==> config.mk <==
export PLATFORM = sky130hd
export DESIGN_NAME = code_step_monitor_flat
export DESIGN_NICKNAME = d
export VERILOG_FILES = /design/src/rtl/code_step_if.sv /design/src/rtl/code_step_monitor.sv /design/src/flat_wrapper.sv
export SDC_FILE = /design/constraint.sdc
export NUM_CORES = 1
export LEC_CHECK = 0
export BUFFER_PORTS_ARGS = -buffer_cell sky130_fd_sc_hd__buf_2
export CAP_MARGIN = 10
export CELL_PAD_IN_SITES_DETAIL_PLACEMENT = 0
export CELL_PAD_IN_SITES_GLOBAL_PLACEMENT = 2
export CORE_MARGIN = 10
export CORE_UTILIZATION = 35
export DETAILED_ROUTE_END_ITERATION = 10
export GPL_TIMING_DRIVEN = 0
export PLACE_DENSITY = 0.89
export SLEW_MARGIN = 20
export SYNTH_ARGS = -nofsm -noshare
export SYNTH_HDL_FRONTEND = slang
export SYNTH_SLANG_ARGS = --single-unit
==> constraint.sdc <==
create_clock -name clk -period 3.8 [get_ports clk]
set_clock_uncertainty 0.15 [all_clocks]
set_input_delay 0.38 -clock clk [delete_from_list [all_inputs] [get_ports clk]]
set_output_delay 0.38 -clock clk [all_outputs]
set_load 0.02 [all_outputs]
==> src/rtl/code_step_if.sv <==
// Sample stream in, per-comparison step-relation flags and event counters out.
// The slave side is the monitor; the master side is whatever feeds samples and reads results.
interface code_step_if #(
  parameter int WIDTH = 3,
  parameter int CNT_W = 8
);
  logic             in_valid;
  logic [WIDTH-1:0] in_data;
  logic             out_valid;
  logic             gray;
  logic             dist_match;
  logic             more;
  logic             less;
  logic             no_relation;
  logic             run_ok;
  logic [CNT_W-1:0] cnt_gray;
  logic [CNT_W-1:0] cnt_none;
  logic             state_dbg;

  modport master (
    output in_valid, in_data,
    input  out_valid, gray, dist_match, more, less, no_relation, run_ok,
    input  cnt_gray, cnt_none, state_dbg
  );

  modport slave (
    input  in_valid, in_data,
    output out_valid, gray, dist_match, more, less, no_relation, run_ok,
    output cnt_gray, cnt_none, state_dbg
  );
endinterface

==> src/rtl/code_step_monitor.sv <==
// Compares each accepted sample with the previous one and reports gray/distance/+1/-1
// relations, a gray-run indicator and saturating event counters, all registered.
module code_step_monitor #(
  parameter int WIDTH   = 3,
  parameter int DIST    = 3,
  parameter int RUN_LEN = 4,
  parameter int CNT_W   = 8
) (
  input  logic       clk,
  input  logic       rst_n,
  input  logic       clr,
  code_step_if.slave bus
);
  // Handshake: in_valid=1 means in_data is consumed on this rising edge (no backpressure);
  // out_valid is a single-cycle pulse marking the flags as describing a fresh comparison.

  localparam int RUN_W = $clog2(RUN_LEN + 1);
  localparam logic [RUN_W-1:0] RUN_MAX = RUN_W'(RUN_LEN);
  localparam logic [WIDTH:0]   DIST_X  = (WIDTH+1)'(DIST);

  typedef enum logic {EMPTY = 1'b0, TRACK = 1'b1} state_t;

  state_t           state_q, state_d;
  logic [WIDTH-1:0] prev_q, prev_d;
  logic [RUN_W-1:0] run_q, run_d;
  logic             out_valid_q, out_valid_d;
  logic             gray_q, gray_d;
  logic             dist_q, dist_d;
  logic             more_q, more_d;
  logic             less_q, less_d;
  logic             none_q, none_d;
  logic             run_ok_q, run_ok_d;
  logic [CNT_W-1:0] cnt_gray_q, cnt_gray_d;
  logic [CNT_W-1:0] cnt_none_q, cnt_none_d;

  // Zero-extended operands so that wrap-around steps (e.g. max -> 0) are not adjacent.
  logic [WIDTH:0]   cur_x, prev_x, abs_diff;
  logic             gray_c, dist_c, more_c, less_c, none_c;
  logic [RUN_W-1:0] run_next;

  always_comb begin
    cur_x    = {1'b0, bus.in_data};
    prev_x   = {1'b0, prev_q};
    abs_diff = (cur_x >= prev_x) ? (cur_x - prev_x) : (prev_x - cur_x);
    gray_c   = ($countones(bus.in_data ^ prev_q) == 1);
    dist_c   = (abs_diff == DIST_X);
    more_c   = (cur_x == prev_x + (WIDTH+1)'(1));
    less_c   = (prev_x == cur_x + (WIDTH+1)'(1));
    none_c   = !(gray_c || dist_c || more_c || less_c);
    run_next = gray_c ? ((run_q == RUN_MAX) ? RUN_MAX : run_q + RUN_W'(1)) : '0;
  end

  always_comb begin
    state_d     = state_q;
    prev_d      = prev_q;
    run_d       = run_q;
    out_valid_d = 1'b0;
    gray_d      = gray_q;
    dist_d      = dist_q;
    more_d      = more_q;
    less_d      = less_q;
    none_d      = none_q;
    run_ok_d    = run_ok_q;
    cnt_gray_d  = cnt_gray_q;
    cnt_none_d  = cnt_none_q;

    if (clr) begin
      state_d    = EMPTY;
      run_d      = '0;
      gray_d     = 1'b0;
      dist_d     = 1'b0;
      more_d     = 1'b0;
      less_d     = 1'b0;
      none_d     = 1'b0;
      run_ok_d   = 1'b0;
      cnt_gray_d = '0;
      cnt_none_d = '0;
    end else if (bus.in_valid) begin
      prev_d = bus.in_data;
      case (state_q)
        EMPTY: state_d = TRACK;
        TRACK: begin
          out_valid_d = 1'b1;
          gray_d      = gray_c;
          dist_d      = dist_c;
          more_d      = more_c;
          less_d      = less_c;
          none_d      = none_c;
          run_d       = run_next;
          run_ok_d    = (run_next == RUN_MAX);
          if (gray_c && cnt_gray_q != '1) cnt_gray_d = cnt_gray_q + CNT_W'(1);
          if (none_c && cnt_none_q != '1) cnt_none_d = cnt_none_q + CNT_W'(1);
        end
        default: state_d = EMPTY;
      endcase
    end
  end

  always_ff @(posedge clk or negedge rst_n) begin
    if (!rst_n) begin
      state_q     <= EMPTY;
      prev_q      <= '0;
      run_q       <= '0;
      out_valid_q <= 1'b0;
      gray_q      <= 1'b0;
      dist_q      <= 1'b0;
      more_q      <= 1'b0;
      less_q      <= 1'b0;
      none_q      <= 1'b0;
      run_ok_q    <= 1'b0;
      cnt_gray_q  <= '0;
      cnt_none_q  <= '0;
    end else begin
      state_q     <= state_d;
      prev_q      <= prev_d;
      run_q       <= run_d;
      out_valid_q <= out_valid_d;
      gray_q      <= gray_d;
      dist_q      <= dist_d;
      more_q      <= more_d;
      less_q      <= less_d;
      none_q      <= none_d;
      run_ok_q    <= run_ok_d;
      cnt_gray_q  <= cnt_gray_d;
      cnt_none_q  <= cnt_none_d;
    end
  end

  assign bus.out_valid   = out_valid_q;
  assign bus.gray        = gray_q;
  assign bus.dist_match  = dist_q;
  assign bus.more        = more_q;
  assign bus.less        = less_q;
  assign bus.no_relation = none_q;
  assign bus.run_ok      = run_ok_q;
  assign bus.cnt_gray    = cnt_gray_q;
  assign bus.cnt_none    = cnt_none_q;
  assign bus.state_dbg   = state_q;
endmodule

==> src/flat_wrapper.sv <==
// flat-port wrapper written by rule: the top's interface ports become plain ports
module code_step_monitor_flat 
#(
  parameter int WIDTH   = 3,
  parameter int DIST    = 3,
  parameter int RUN_LEN = 4,
  parameter int CNT_W   = 8
)
  (clk, rst_n, clr, bus_in_valid, bus_in_data, bus_out_valid, bus_gray, bus_dist_match, bus_more, bus_less, bus_no_relation, bus_run_ok, bus_cnt_gray, bus_cnt_none, bus_state_dbg);
  code_step_if #(.WIDTH(WIDTH), .CNT_W(CNT_W)) bus_i ();
  input  logic clk;
  input  logic rst_n;
  input  logic clr;
  input wire logic [$bits(bus_i.in_valid)-1:0] bus_in_valid;
  input wire logic [$bits(bus_i.in_data)-1:0] bus_in_data;
  output wire logic [$bits(bus_i.out_valid)-1:0] bus_out_valid;
  output wire logic [$bits(bus_i.gray)-1:0] bus_gray;
  output wire logic [$bits(bus_i.dist_match)-1:0] bus_dist_match;
  output wire logic [$bits(bus_i.more)-1:0] bus_more;
  output wire logic [$bits(bus_i.less)-1:0] bus_less;
  output wire logic [$bits(bus_i.no_relation)-1:0] bus_no_relation;
  output wire logic [$bits(bus_i.run_ok)-1:0] bus_run_ok;
  output wire logic [$bits(bus_i.cnt_gray)-1:0] bus_cnt_gray;
  output wire logic [$bits(bus_i.cnt_none)-1:0] bus_cnt_none;
  output wire logic [$bits(bus_i.state_dbg)-1:0] bus_state_dbg;
  assign bus_i.in_valid = bus_in_valid;
  assign bus_i.in_data = bus_in_data;
  assign bus_out_valid = bus_i.out_valid;
  assign bus_gray = bus_i.gray;
  assign bus_dist_match = bus_i.dist_match;
  assign bus_more = bus_i.more;
  assign bus_less = bus_i.less;
  assign bus_no_relation = bus_i.no_relation;
  assign bus_run_ok = bus_i.run_ok;
  assign bus_cnt_gray = bus_i.cnt_gray;
  assign bus_cnt_none = bus_i.cnt_none;
  assign bus_state_dbg = bus_i.state_dbg;
  code_step_monitor #(.WIDTH(WIDTH), .DIST(DIST), .RUN_LEN(RUN_LEN), .CNT_W(CNT_W)) u_core (.clk(clk), .rst_n(rst_n), .clr(clr), .bus(bus_i));
endmodule
==> results.md, run 1 <==
- Syn nets: 225
- Number of antenna violations at the first check in global routing: 0
- Number of antenna cells inserted: 0
- Overall Global Routing Usage: 10.9%
- Static Leakage: 1.13 nW
- Outcome: finished with violations
- Delay of the slowest critical-path stage: 0.41 ns
- Weighted congestion reported at the end of routability-driven placement: 0.769
- Maximum VDD drop: 0.275 mV
- 1st-pass router iterations: 4
- Die X: 94.0 µm
- EDFF count, synth: 0
- Signal arrival time at the worst endpoint: 3.19 ns
- Synthesized cell area: 1910 µm²
- Area of the placeable core: 5200 µm²
- Drt initial violations: 37
- Reg clk slew, reported paths: 0.07 ns
- Reg power frac: 36.1%
- CP delay by family, top: adder cells
- RSZ-0062 raised after global routing: no
- Maximum level of the CTS H-tree: 2
- MaxCap Viol Count: 0
- Wire per inst: 14.9 µm
- Relative contribution of the clock network to total power: 42.6%
- Switching Share: 27.9%
- Largest net degree at the start of global routing: 31
- Internal reg-to-reg setup slack: 0.61 ns
- CTS tree: done
- Hold buffer count at CTS: 0
- Placement Rows: 26
- Clock tree root buffer cell: sky130_fd_sc_hd__clkbuf_8
- Most common cell after layout, fill and taps aside: sky130_fd_sc_hd__dfrtp_1
- Deepest clock path buffer count: 2
- Insertion delay of the later-clocked pin in the worst-skew pair: 0.28 ns
- Buf+Inv Stages, Crit Path: 2
- Worst hold slack across all endpoints: -0.00804 ns
- Post-detailed-route count of antenna-violating nets: 0
- Worst slew pin tran: 0.702 ns
- Mean instance size in the synthesized netlist: 9.62 µm²
- Core utilization of the finished layout: 44.0%
- Worst Setup Slack, final: 0.606 ns
- Maximum fanout encountered on the critical timing path: 8
- Post-detail-place hpwl: 3420 µm
- Power dissipated by switching net loads: 0.000266 W
- Sum of routed wire length over all layers: 4550 µm
- Kind of path behind the tightest hold check: primary input to asynchronous set/reset pin
- Required time reported for the critical path endpoint: 3.79 ns
- IO Port Bufs: 29
- Combinational fraction of design power: 21.4%
- Power consumption: 0.000954 W
- Yosys warns: 0
- Wire length of the first global-routing pass: 7720 µm
- Resized cells post-CTS: 0
- Post-CTS Setup Repair Bufs: 0
- Initial core utilization: 36.8%
- Number of cells produced by synthesis: 199
- Number of cells on the worst reg-to-reg path: 11
- Highest-delay cell along the critical path: sky130_fd_sc_hd__dfrtp_1
- Average via count per standard cell: 4.94
- Violations in the final reports: hold timing
- Fraction of layout cells with a size suffix above 1: 16.9%
- Max Freq: 313 MHz
- Vias in the first global route: 1610
- Die Outline Area: 8830 µm²
- Number of nets in the layout: 261
- FFs w/ async S/R, synth: 100%
- Setup Crit Path Kind: register to register
- Number of CTS-inserted buffers: 5
- Area grow syn2layout: 19.6%
- Max-slew headroom: 53.2%
- Crit path top cell by count: sky130_fd_sc_hd__ha_1
- Die outline height: 94.0 µm
- Number of distinct standard cells referenced by the synthesized netlist: 42
- Final min period: 3.19 ns
- Minimum setup slack after placement: 0.448 ns
- Internal: 0.000687 W
- Final Hold Viols: 18
- Number of top-level pins: 31
- Launching element type of the critical path: register
- Period Utilization, post-route: 84.1%
- Ys flop type: sky130_fd_sc_hd__dfrtp_1
- Seq/Total Area, Yosys: 39.2%
- Seq cells post-synth: 30
- Highest-count cells in the layout ignoring fill and taps: sky130_fd_sc_hd__dfrtp_1, sky130_fd_sc_hd__buf_2, sky130_fd_sc_hd__nor2_1, sky130_fd_sc_hd__ha_1, sky130_fd_sc_hd__nand2_1
- Type of element capturing the critical path: register
- Setup TNS: 0 ns
- Remaining routing DRC violations: 0
- Series of cell instances along the critical path: ha_1 -> inv_1 -> ha_1 -> ha_1 -> ha_1 -> or3b_1 -> clkbuf_1 -> a211oi_4 -> o2111ai_1 -> xor2_1 -> nor2_1
- Worst R2R Start: u_core.prev_q[0]
- Final setup violation count: 0
- Total clock sinks: 30
- Power density normalized to cell area: 416 nW/µm²
- Overall via count from detail_route: 1511
- Final-report max-slew violation count: 0
- Gr ovfl total: 0
- R2R Path End: u_core.bus.cnt_gray[5]
worst register-to-register path, cell delays in order, from the launching register on:
cell	delay, ns
sky130_fd_sc_hd__dfrtp_1	0.41
sky130_fd_sc_hd__ha_1	0.35
sky130_fd_sc_hd__inv_1	0.12
sky130_fd_sc_hd__ha_1	0.31
sky130_fd_sc_hd__ha_1	0.18
sky130_fd_sc_hd__ha_1	0.18
sky130_fd_sc_hd__or3b_1	0.34
sky130_fd_sc_hd__clkbuf_1	0.22
sky130_fd_sc_hd__a211oi_4	0.40
sky130_fd_sc_hd__o2111ai_1	0.18
sky130_fd_sc_hd__xor2_1	0.17
sky130_fd_sc_hd__nor2_1	0.06
metrics by stage:
step,instances,area (µm²)
floorplan,199,1910
global placement,298,2150
detailed placement,298,2150
CTS,306,2290
global route,306,2290
finish,306,2290
area by class of cell:
type	count	area, µm²
Timing Repair Buffer	29	145
Multi-Input combinational cell	149	1080
Sequential cell	30	751
Tap cell	70	87.6
Clock buffer	6	82.6
Buffer	7	33.8
Fill cell	542	2920
Inverter	13	48.8
Clock inverter	2	60.1
per-layer routing:
layer / wire [µm] / up-vias / GRT usage, %
met5: 0 / - / 0
met4: 38 / 0 / 3.04
met3: 214 / 4 / 3.52
met2: 2020 / 22 / 17.3
met1: 2270 / 719 / 13.6
li1: - / 766 / -
state kept, by name (all words and copies together) (netlist names):
signal / count
u_core.bus.state_dbg: 1
u_core.bus.cnt_none: 8
u_core.bus.cnt_gray: 8
u_core.prev_q: 3
u_core.bus.no_relation: 1
u_core.bus.dist_match: 1
u_core.bus.out_valid: 1
u_core.bus.gray: 1
u_core.bus.less: 1
u_core.bus.more: 1
u_core.run_q: 3
u_core.bus.run_ok: 1
power by group through the flow:
stage | Combinational (W) | Sequential (W) | Clock [W]
floorplan | 0.000139 | 0.000356 | 0
global placement | 0.000200 | 0.000350 | 0
detailed placement | 0.000204 | 0.000350 | 0
CTS | 0.000206 | 0.000344 | 0.000416
global route | 0.000233 | 0.000346 | 0.000437
finish | 0.000204 | 0.000344 | 0.000406
worst max path at each step:
stage,from,to,slack [ns],depth (start not counted)
after floorplan,u_core.prev_q[1],u_core.bus.cnt_gray[5],0.93,11
after global placement,bus_in_data[1],u_core.bus.cnt_gray[5],0.44,13
after detailed placement,bus_in_data[1],u_core.bus.cnt_gray[5],0.45,13
after CTS,u_core.prev_q[1],u_core.bus.cnt_gray[5],0.59,11
after global routing,u_core.prev_q[1],u_core.bus.cnt_gray[5],0.38,11
final,u_core.prev_q[0],u_core.bus.cnt_gray[5],0.61,11
cells in the mapped netlist, drive strengths merged (4+ instances only):
cell | instances | area (µm²)
mux2i | 4 | 40.0
mux2 | 4 | 45.0
nor4 | 5 | 37.5
nor2b | 5 | 31.3
fa | 4 | 80.1
clkbuf | 6 | 22.5
inv | 13 | 48.8
dfrtp | 30 | 751
nor2 | 23 | 86.3
and3 | 4 | 25.0
a21oi | 10 | 50.1
ha | 15 | 188
nand2 | 14 | 52.6
o21ai | 10 | 50.0
xor2 | 9 | 78.8
nand4 | 5 | 31.3
cell families (layout without fill, tap and decap cells):
kind of cell             Yosys count  after routing  synth area share, %
AO/OA/AOI/OAI                     32             32                 10.7
adder cells (fa/ha/maj)           19             19                 14.0
AND/OR/NAND/NOR                   78             78                 21.8
XOR/XNOR                          12             12                 5.49
multiplexers                       8              8                 4.44
flip-flops                        30             30                 39.2
buffers and inverters             20             57                 4.31
Power figures use the tool's default switching activity.
==> run 2, diff against run 1 <==
--- a/config.mk
+++ b/config.mk
@@ -10,10 +10,10 @@
 export CELL_PAD_IN_SITES_DETAIL_PLACEMENT = 0
 export CELL_PAD_IN_SITES_GLOBAL_PLACEMENT = 2
 export CORE_MARGIN = 10
-export CORE_UTILIZATION = 35
+export CORE_UTILIZATION = 31
 export DETAILED_ROUTE_END_ITERATION = 10
 export GPL_TIMING_DRIVEN = 0
-export PLACE_DENSITY = 0.89
+export PLACE_DENSITY = 0.84
 export SLEW_MARGIN = 20
 export SYNTH_ARGS = -nofsm -noshare
 export SYNTH_HDL_FRONTEND = slang
==> constraint.sdc (replaced) <==
create_clock -name clk -period 2.6 [get_ports clk]
set_clock_uncertainty 0.15 [all_clocks]
set_input_delay 0.26 -clock clk [delete_from_list [all_inputs] [get_ports clk]]
set_output_delay 0.26 -clock clk [all_outputs]
set_load 0.02 [all_outputs]
==> run 2 against run 1 <==
Net effect: the run ends with setup timing left; final area rose by 14%; worst setup slack got worse by 0.79 ns; count of clock-buffer cells in the layout rose by 1; global-route usage fell by 0.66 points; maximum frequency rose by 15%; total power rose by 43%; clock power fell by 4%; core utilization barely moved; flip-flop and latch count did not move; critical endpoint is now u_core.bus.cnt_none[5]; largest power group is now sequential cells.
==> results.md, run 2 (synthesis gave the netlist of run 1 again) <==
- Outcome: finished with violations
- Violations in the final reports: setup timing
- Internal: 0.000923 W (+34%)
- Final Hold Viols: 0 (-18)
- Overall Global Routing Usage: 10.2% (-0.66 points)
- RSZ-0062 raised after global routing: yes
- Maximum fanout encountered on the critical timing path: 6 (-2)
- Number of instances on the worst hold path: 3
- Worst hold slack across all endpoints: 0.0909 ns (+0.0989 ns)
- Power dissipated by switching net loads: 0.000444 W (+67%)
- CTS tree: done
- Reg clk slew, reported paths: 0.07 ns (about the same)
- Weighted congestion reported at the end of routability-driven placement: 0.810 (+5.3%)
- Total clock sinks: 30 (unchanged)
- Number of CTS-inserted buffers: 5 (unchanged)
- Die Outline Area: 9720 µm² (+10%)
- Final-report max-slew violation count: 0 (unchanged)
- MaxCap Viol Count: 0 (unchanged)
- Clock tree root buffer cell: sky130_fd_sc_hd__clkbuf_8
- Fraction of layout cells with a size suffix above 1: 35.4% (+18 points)
- Die X: 98.6 µm (+4.9%)
- Most common cell after layout, fill and taps aside: sky130_fd_sc_hd__buf_2
- Worst Setup Slack, final: -0.187 ns (-0.793 ns)
- Final min period: 2.79 ns (-0.407 ns)
- Drt initial violations: 66 (+78%)
- Gr ovfl total: 0 (unchanged)
- Average via count per standard cell: 4.90 (-0.77%)
- Maximum level of the CTS H-tree: 2 (unchanged)
- Area grow syn2layout: 36.8%
- Combinational fraction of design power: 34.7% (+13 points)
- Post-Layout Inst Area: 2620 µm² (+14%)
- IO Port Bufs: 29 (unchanged)
- Relative contribution of the clock network to total power: 28.6% (-14 points)
- Number of antenna violations at the first check in global routing: 0 (unchanged)
- Fillcell total: 599 (+11%)
- Signal arrival time at the worst endpoint: 2.84 ns (-0.35 ns)
- Largest net degree at the start of global routing: 31 (unchanged)
- Power density normalized to cell area: 522 nW/µm² (+25%)
- Sum of routed wire length over all layers: 4880 µm (+7.3%)
- 1st-pass router iterations: 5 (+1)
- Core utilization of the finished layout: 44.0% (about the same)
- Initial core utilization: 32.1% (-4.6 points)
- Post-detailed-route count of antenna-violating nets: 0 (unchanged)
- Number of nets in the layout: 279 (+6.9%)
- Minimum setup slack after placement: -0.540 ns (-0.987 ns)
- Number of antenna cells inserted: 0 (unchanged)
- Max Freq: 359 MHz (+15%)
- Wire length of the first global-routing pass: 8160 µm (+5.7%)
- Setup TNS: -2.27 ns (-2.27 ns)
- Number of cells on the worst reg-to-reg path: 9 (-2)
- Highest-count cells in the layout ignoring fill and taps: sky130_fd_sc_hd__buf_2, sky130_fd_sc_hd__dfrtp_1, sky130_fd_sc_hd__nor2_1, sky130_fd_sc_hd__buf_4, sky130_fd_sc_hd__nand2_1
- Launching element type of the critical path: register
- Placed standard-cell area: 2280 µm² (+6.3%)
- Wire per inst: 14.8 µm (-0.18%)
- Period Utilization, post-route: 107% (+23 points)
- Static Leakage: 1.21 nW (+6.8%)
- Register area: 753 µm² (+0.33%)
- Type of element capturing the critical path: register
- Kind of path behind the tightest hold check: primary input to register
- Deepest clock path buffer count: 2 (unchanged)
- Die outline height: 98.6 µm (+4.9%)
- Number of top-level pins: 31 (unchanged)
- Setup Crit Path Kind: register to register
- Insertion delay of the later-clocked pin in the worst-skew pair: 0.28 ns (about the same)
- Placement Rows: 28 (+7.7%)
- Max-slew headroom: 53.3% (+0.067 points)
- Overall via count from detail_route: 1612 (+6.7%)
- Maximum VDD drop: 0.240 mV (-13%)
- Post-detail-place hpwl: 3420 µm (-0.26%)
- Reg power frac: 36.7% (+0.6 points)
- Area of the placeable core: 5960 µm² (+14%)
- Remaining routing DRC violations: 0 (unchanged)
- Vias in the first global route: 1659 (+3.0%)
- Required time reported for the critical path endpoint: 2.66 ns (-1.13 ns)
- Multi-input gate area: 1280 µm² (+19%)
- Worst slew pin tran: 0.701 ns (-0.00101 ns)
- Switching Share: 32.5% (+4.5 points)
- Final setup violation count: 18 (+18)
## run 2: area by class of cell
| cell class | instances | area share, % |
|---|---|---|
| Inverter | 13 | 2.15 |
| Buffer | 7 | 1.72 |
| Sequential cell | 30 | 28.8 |
| Clock buffer | 7 | 3.30 |
| Multi-Input combinational cell | 149 | 48.9 |
| Clock inverter | 1 | 0.191 |
| Timing Repair Buffer | 47 | 11.4 |
| Tap cell | 75 | 3.58 |
## run 2: timing repair
item | in CTS | in global routing
endpoints found under the setup margin | 20 | 20
setup buffers | 10 | 7
hold endpoints to repair | 30 | 0
pin swaps | 11 | 8
gates resized for setup | 11 | 16
hold buffers | 1 | 0
## run 2: power groups by stage
stage | logic (W) | clock network (W) | registers [W]
final | 0.000475 | 0.000391 | 0.000502
after global routing | 0.000526 | 0.000427 | 0.000504
after CTS | 0.000409 | 0.000406 | 0.000501
after detailed placement | 0.000361 | 0 | 0.000515
after global placement | 0.000358 | 0 | 0.000515
after floorplan | 0.000263 | 0 | 0.000523
## run 2: per-layer routing
layer | share of wire (%) | vias to the layer above | wire length (µm) | track usage [%]
met4 | 2.0 | 0 | 96 | 4.63
met2 | 47 | 21 | 2300 | 16.8
li1 | - | 803 | - | -
met5 | 0 | - | 0 | 0
met3 | 3.3 | 8 | 162 | 2.51
met1 | 47 | 780 | 2320 | 12.2
## run 2: worst paths after layout
path | from | to | slack [ns]
worst max-delay path | u_core.prev_q[0] | u_core.bus.cnt_none[5] | -0.19
worst min-delay path | bus_in_valid | u_core.bus.state_dbg | 0.09
worst max register to register | u_core.prev_q[0] | u_core.bus.cnt_none[5] | -0.19
worst min register to register | u_core.bus.run_ok | u_core.bus.run_ok | 0.35
max in group asynchronous | rst_n | u_core.prev_q[2] | 1.40
min in group asynchronous | rst_n | u_core.bus.out_valid | 0.41
## run 2: critical path, stage by stage, from the launching register on
cell and delay (ns):
sky130_fd_sc_hd__dfrtp_1 0.39, sky130_fd_sc_hd__ha_4 0.14, sky130_fd_sc_hd__inv_2 0.03, sky130_fd_sc_hd__fa_2 0.33, sky130_fd_sc_hd__fa_2 0.52, sky130_fd_sc_hd__nor4bb_1 0.05, sky130_fd_sc_hd__o21ai_1 0.13, sky130_fd_sc_hd__nand4b_1 0.26
sky130_fd_sc_hd__or4_1 0.56, sky130_fd_sc_hd__a21oi_2 0.15
## run 2: per-stage QoR
step / power (W) / cells
after floorplan: 0.000786 / 199
after global placement: 0.000872 / 303
after detailed placement: 0.000876 / 303
after CTS: 0.00132 / 322
after global routing: 0.00146 / 329
final: 0.00137 / 329
==> run 3, diff against run 2 <==
--- a/config.mk
+++ b/config.mk
@@ -14,6 +14,7 @@
 export DETAILED_ROUTE_END_ITERATION = 10
 export GPL_TIMING_DRIVEN = 0
 export PLACE_DENSITY = 0.84
+export SETUP_SLACK_MARGIN = 0.5
 export SLEW_MARGIN = 20
 export SYNTH_ARGS = -nofsm -noshare
 export SYNTH_HDL_FRONTEND = slang
==> run 3 against run 2 <==
Net effect: the run still ends with setup timing left; core utilization down 0.36 points; final area down 0.81%; global-route usage down 0.55 points; via count up 1.1%; non-clock buffer count down 2; highest routed layer unchanged; first-iteration DRC count down 11%; flip-flop and latch count unchanged; die area unchanged; cell count down 0.61%; worst hold slack better by 0.0063 ns; worst setup slack better by 0.034 ns; largest cell class unchanged; maximum frequency up 1.2%.
==> results.md, run 3 (synthesis gave the netlist of run 1 again) <==
- Launching element type of the critical path: register
- Final-report max-slew violation count: 0 (unchanged)
- Reg power frac: 36.9% (+0.2 points)
- Kind of path behind the tightest hold check: primary input to register
- Relative contribution of the clock network to total power: 29.7% (+1.1 points)
- Insertion delay of the later-clocked pin in the worst-skew pair: 0.29 ns (about the same)
- Drt initial violations: 59 (-11%)
- Clock tree root buffer cell: sky130_fd_sc_hd__clkbuf_8
- Violations in the final reports: setup timing
- Overall via count from detail_route: 1629 (+1.1%)
- Number of CTS-inserted buffers: 5 (unchanged)
- MaxCap Viol Count: 0 (unchanged)
- Highest-count cells in the layout ignoring fill and taps: sky130_fd_sc_hd__buf_2, sky130_fd_sc_hd__dfrtp_1, sky130_fd_sc_hd__nor2_1, sky130_fd_sc_hd__nand2_1, sky130_fd_sc_hd__buf_4
- Die outline height: 98.6 µm (unchanged)
- Final setup violation count: 19 (+1)
- Switching Share: 33.4% (+0.96 points)
- Maximum level of the CTS H-tree: 2 (unchanged)
- Critical hold path startpoint: bus_in_valid
- Area grow syn2layout: 35.7%
- 1st-pass router iterations: 4 (-1)
- Largest net degree at the start of global routing: 31 (unchanged)
- Overall Global Routing Usage: 9.63% (-0.55 points)
- Post-detail-place hpwl: 3460 µm (+1.4%)
- Reg clk slew, reported paths: 0.07 ns (about the same)
- Static Leakage: 1.19 nW (-1.0%)
- CTS tree: done
- Outcome: finished with violations
- Final min period: 2.75 ns (-0.0341 ns)
- Number of antenna cells inserted: 0 (unchanged)
- Worst slew pin tran: 0.702 ns (+0.000855 ns)
- Initial core utilization: 32.1% (unchanged)
- Worst R2R Start: u_core.prev_q[0]
- Gr ovfl total: 0 (unchanged)
- Final Hold Viols: 0 (unchanged)
- Setup Crit Path Kind: register to register
- Maximum fanout encountered on the critical timing path: 7 (+1)
- IO Port Bufs: 29 (unchanged)
- Remaining routing DRC violations: 0 (unchanged)
- Die Outline Area: 9720 µm² (unchanged)
- Period Utilization, post-route: 106% (-1.3 points)
- Core utilization of the finished layout: 43.6% (-0.36 points)
- Layout Cells excl Fill: 327 (-0.61%)
- Power consumption: 0.00137 W (-0.19%)
- Max Freq: 363 MHz (+1.2%)
- Fraction of layout cells with a size suffix above 1: 35.3% (-0.12 points)
- Startpoint of the worst setup timing path: u_core.prev_q[0]
- Wire length of the first global-routing pass: 7750 µm (-5.1%)
- Required time reported for the critical path endpoint: 2.60 ns (-0.06 ns)
- Weighted congestion reported at the end of routability-driven placement: 0.737 (-9.0%)
- Worst Setup Slack, final: -0.153 ns (+0.0341 ns)
- Deepest clock path buffer count: 2 (unchanged)
- Post-detailed-route count of antenna-violating nets: 0 (unchanged)
- Average via count per standard cell: 4.98 (+1.7%)
- Number of top-level pins: 31 (unchanged)
- Max-slew headroom: 53.2% (-0.057 points)
- Signal arrival time at the worst endpoint: 2.76 ns (-0.08 ns)
- Vias in the first global route: 1502 (-9.5%)
- Most common cell after layout, fill and taps aside: sky130_fd_sc_hd__buf_2
- Number of antenna violations at the first check in global routing: 0 (unchanged)
- Internal: 0.000909 W (-1.6%)
- Die X: 98.6 µm (unchanged)
- Area of the placeable core: 5960 µm² (unchanged)
- Placement Rows: 28 (unchanged)
- Wire per inst: 14.8 µm (about the same)
- Number of nets in the layout: 277 (-0.72%)
- Number of cells in the design after placement: 303 (unchanged)
- Power density normalized to cell area: 526 nW/µm² (+0.63%)
- Maximum VDD drop: 0.367 mV (+53%)
- RSZ-0062 raised after global routing: yes
- Type of element capturing the critical path: register
- Sum of routed wire length over all layers: 4850 µm (-0.64%)
- Power dissipated by switching net loads: 0.000457 W (+2.8%)
- Total clock sinks: 30 (unchanged)
- Combinational fraction of design power: 33.4% (-1.3 points)
run 3: changes by cell type in the layout (fill, tap and decap cells not counted), sizes merged:
cell	previous run	this run
clkinvlp	0	1
buf	48	45
run 3: repair_timing:
action	4_1_cts	5_1_grt
hold buffers	1	0
pin swaps	17	4
setup buffers	10	5
endpoints found under the setup margin	23	23
endpoints found under the hold margin	30	0
resized for setup	11	16
run 3: final timing paths:
| path | endpoint | slack [ns] | cells after the start |
|---|---|---|---|
| worst max-delay path | u_core.bus.cnt_gray[1] | -0.15 | 12 |
| max in group asynchronous | u_core.prev_q[1] | 1.40 | 2 |
| worst min register to register | u_core.bus.run_ok | 0.35 | 1 |
| min in group asynchronous | u_core.bus.cnt_gray[1] | 0.40 | 2 |
| worst min-delay path | u_core.bus.state_dbg | 0.1 | 3 |
| worst max register to register | u_core.bus.cnt_gray[1] | -0.15 | 12 |
run 3: through the flow:
step | setup slack (ns) | setup TNS, ns | hold WS (ns) | cell area (µm²)
after floorplan | -0.249 | -1.33 | -0.186 | 2040
after global placement | -0.556 | -5.56 | 0.202 | 2280
after detailed placement | -0.517 | -5.42 | 0.210 | 2280
after CTS | -0.137 | -1.72 | 0.0872 | 2510
after global routing | -0.237 | -3.75 | 0.0922 | 2600
final | -0.153 | -2.00 | 0.0972 | 2600
run 3: critical path, cell delays in order, from the launching register on:
cell,delay (ns)
sky130_fd_sc_hd__dfrtp_1,0.43
sky130_fd_sc_hd__ha_4,0.31
sky130_fd_sc_hd__inv_4,0.05
sky130_fd_sc_hd__ha_4,0.24
sky130_fd_sc_hd__ha_4,0.16
sky130_fd_sc_hd__ha_4,0.14
sky130_fd_sc_hd__or3b_1,0.35
sky130_fd_sc_hd__clkbuf_8,0.15
sky130_fd_sc_hd__a211oi_4,0.15
sky130_fd_sc_hd__buf_6,0.15
sky130_fd_sc_hd__buf_6,0.11
sky130_fd_sc_hd__mux2i_1,0.17
sky130_fd_sc_hd__nor2_1,0.06
run 3: power groups by stage:
stage | clock [W] | combinational (W) | sequential [W]
final | 0.000405 | 0.000456 | 0.000504
after global routing | 0.000438 | 0.000501 | 0.000506
after CTS | 0.000416 | 0.000422 | 0.000503
after detailed placement | 0 | 0.000360 | 0.000515
after global placement | 0 | 0.000357 | 0.000515
after floorplan | 0 | 0.000263 | 0.000523
run 3: layer usage:
layer  global-route usage (%)  part of all wire [%]  vias up
met3                     2.37                   3.3        5
met1                     12.2                    48      799
li1                         -                     -      797
met4                     3.97                   1.4        0
met2                     15.2                    47       28
met5                        0                     0        -
run 3: cell type report:
class | instances | area, µm²
clock buffers | 6 | 82.6
well taps | 75 | 93.8
fillers | 598 | 3360
inverters | 13 | 53.8
plain buffers | 7 | 43.8
repair buffers | 45 | 287
clock inverters | 2 | 12.5
multi-input cells | 149 | 1270
flip-flops and latches | 30 | 753
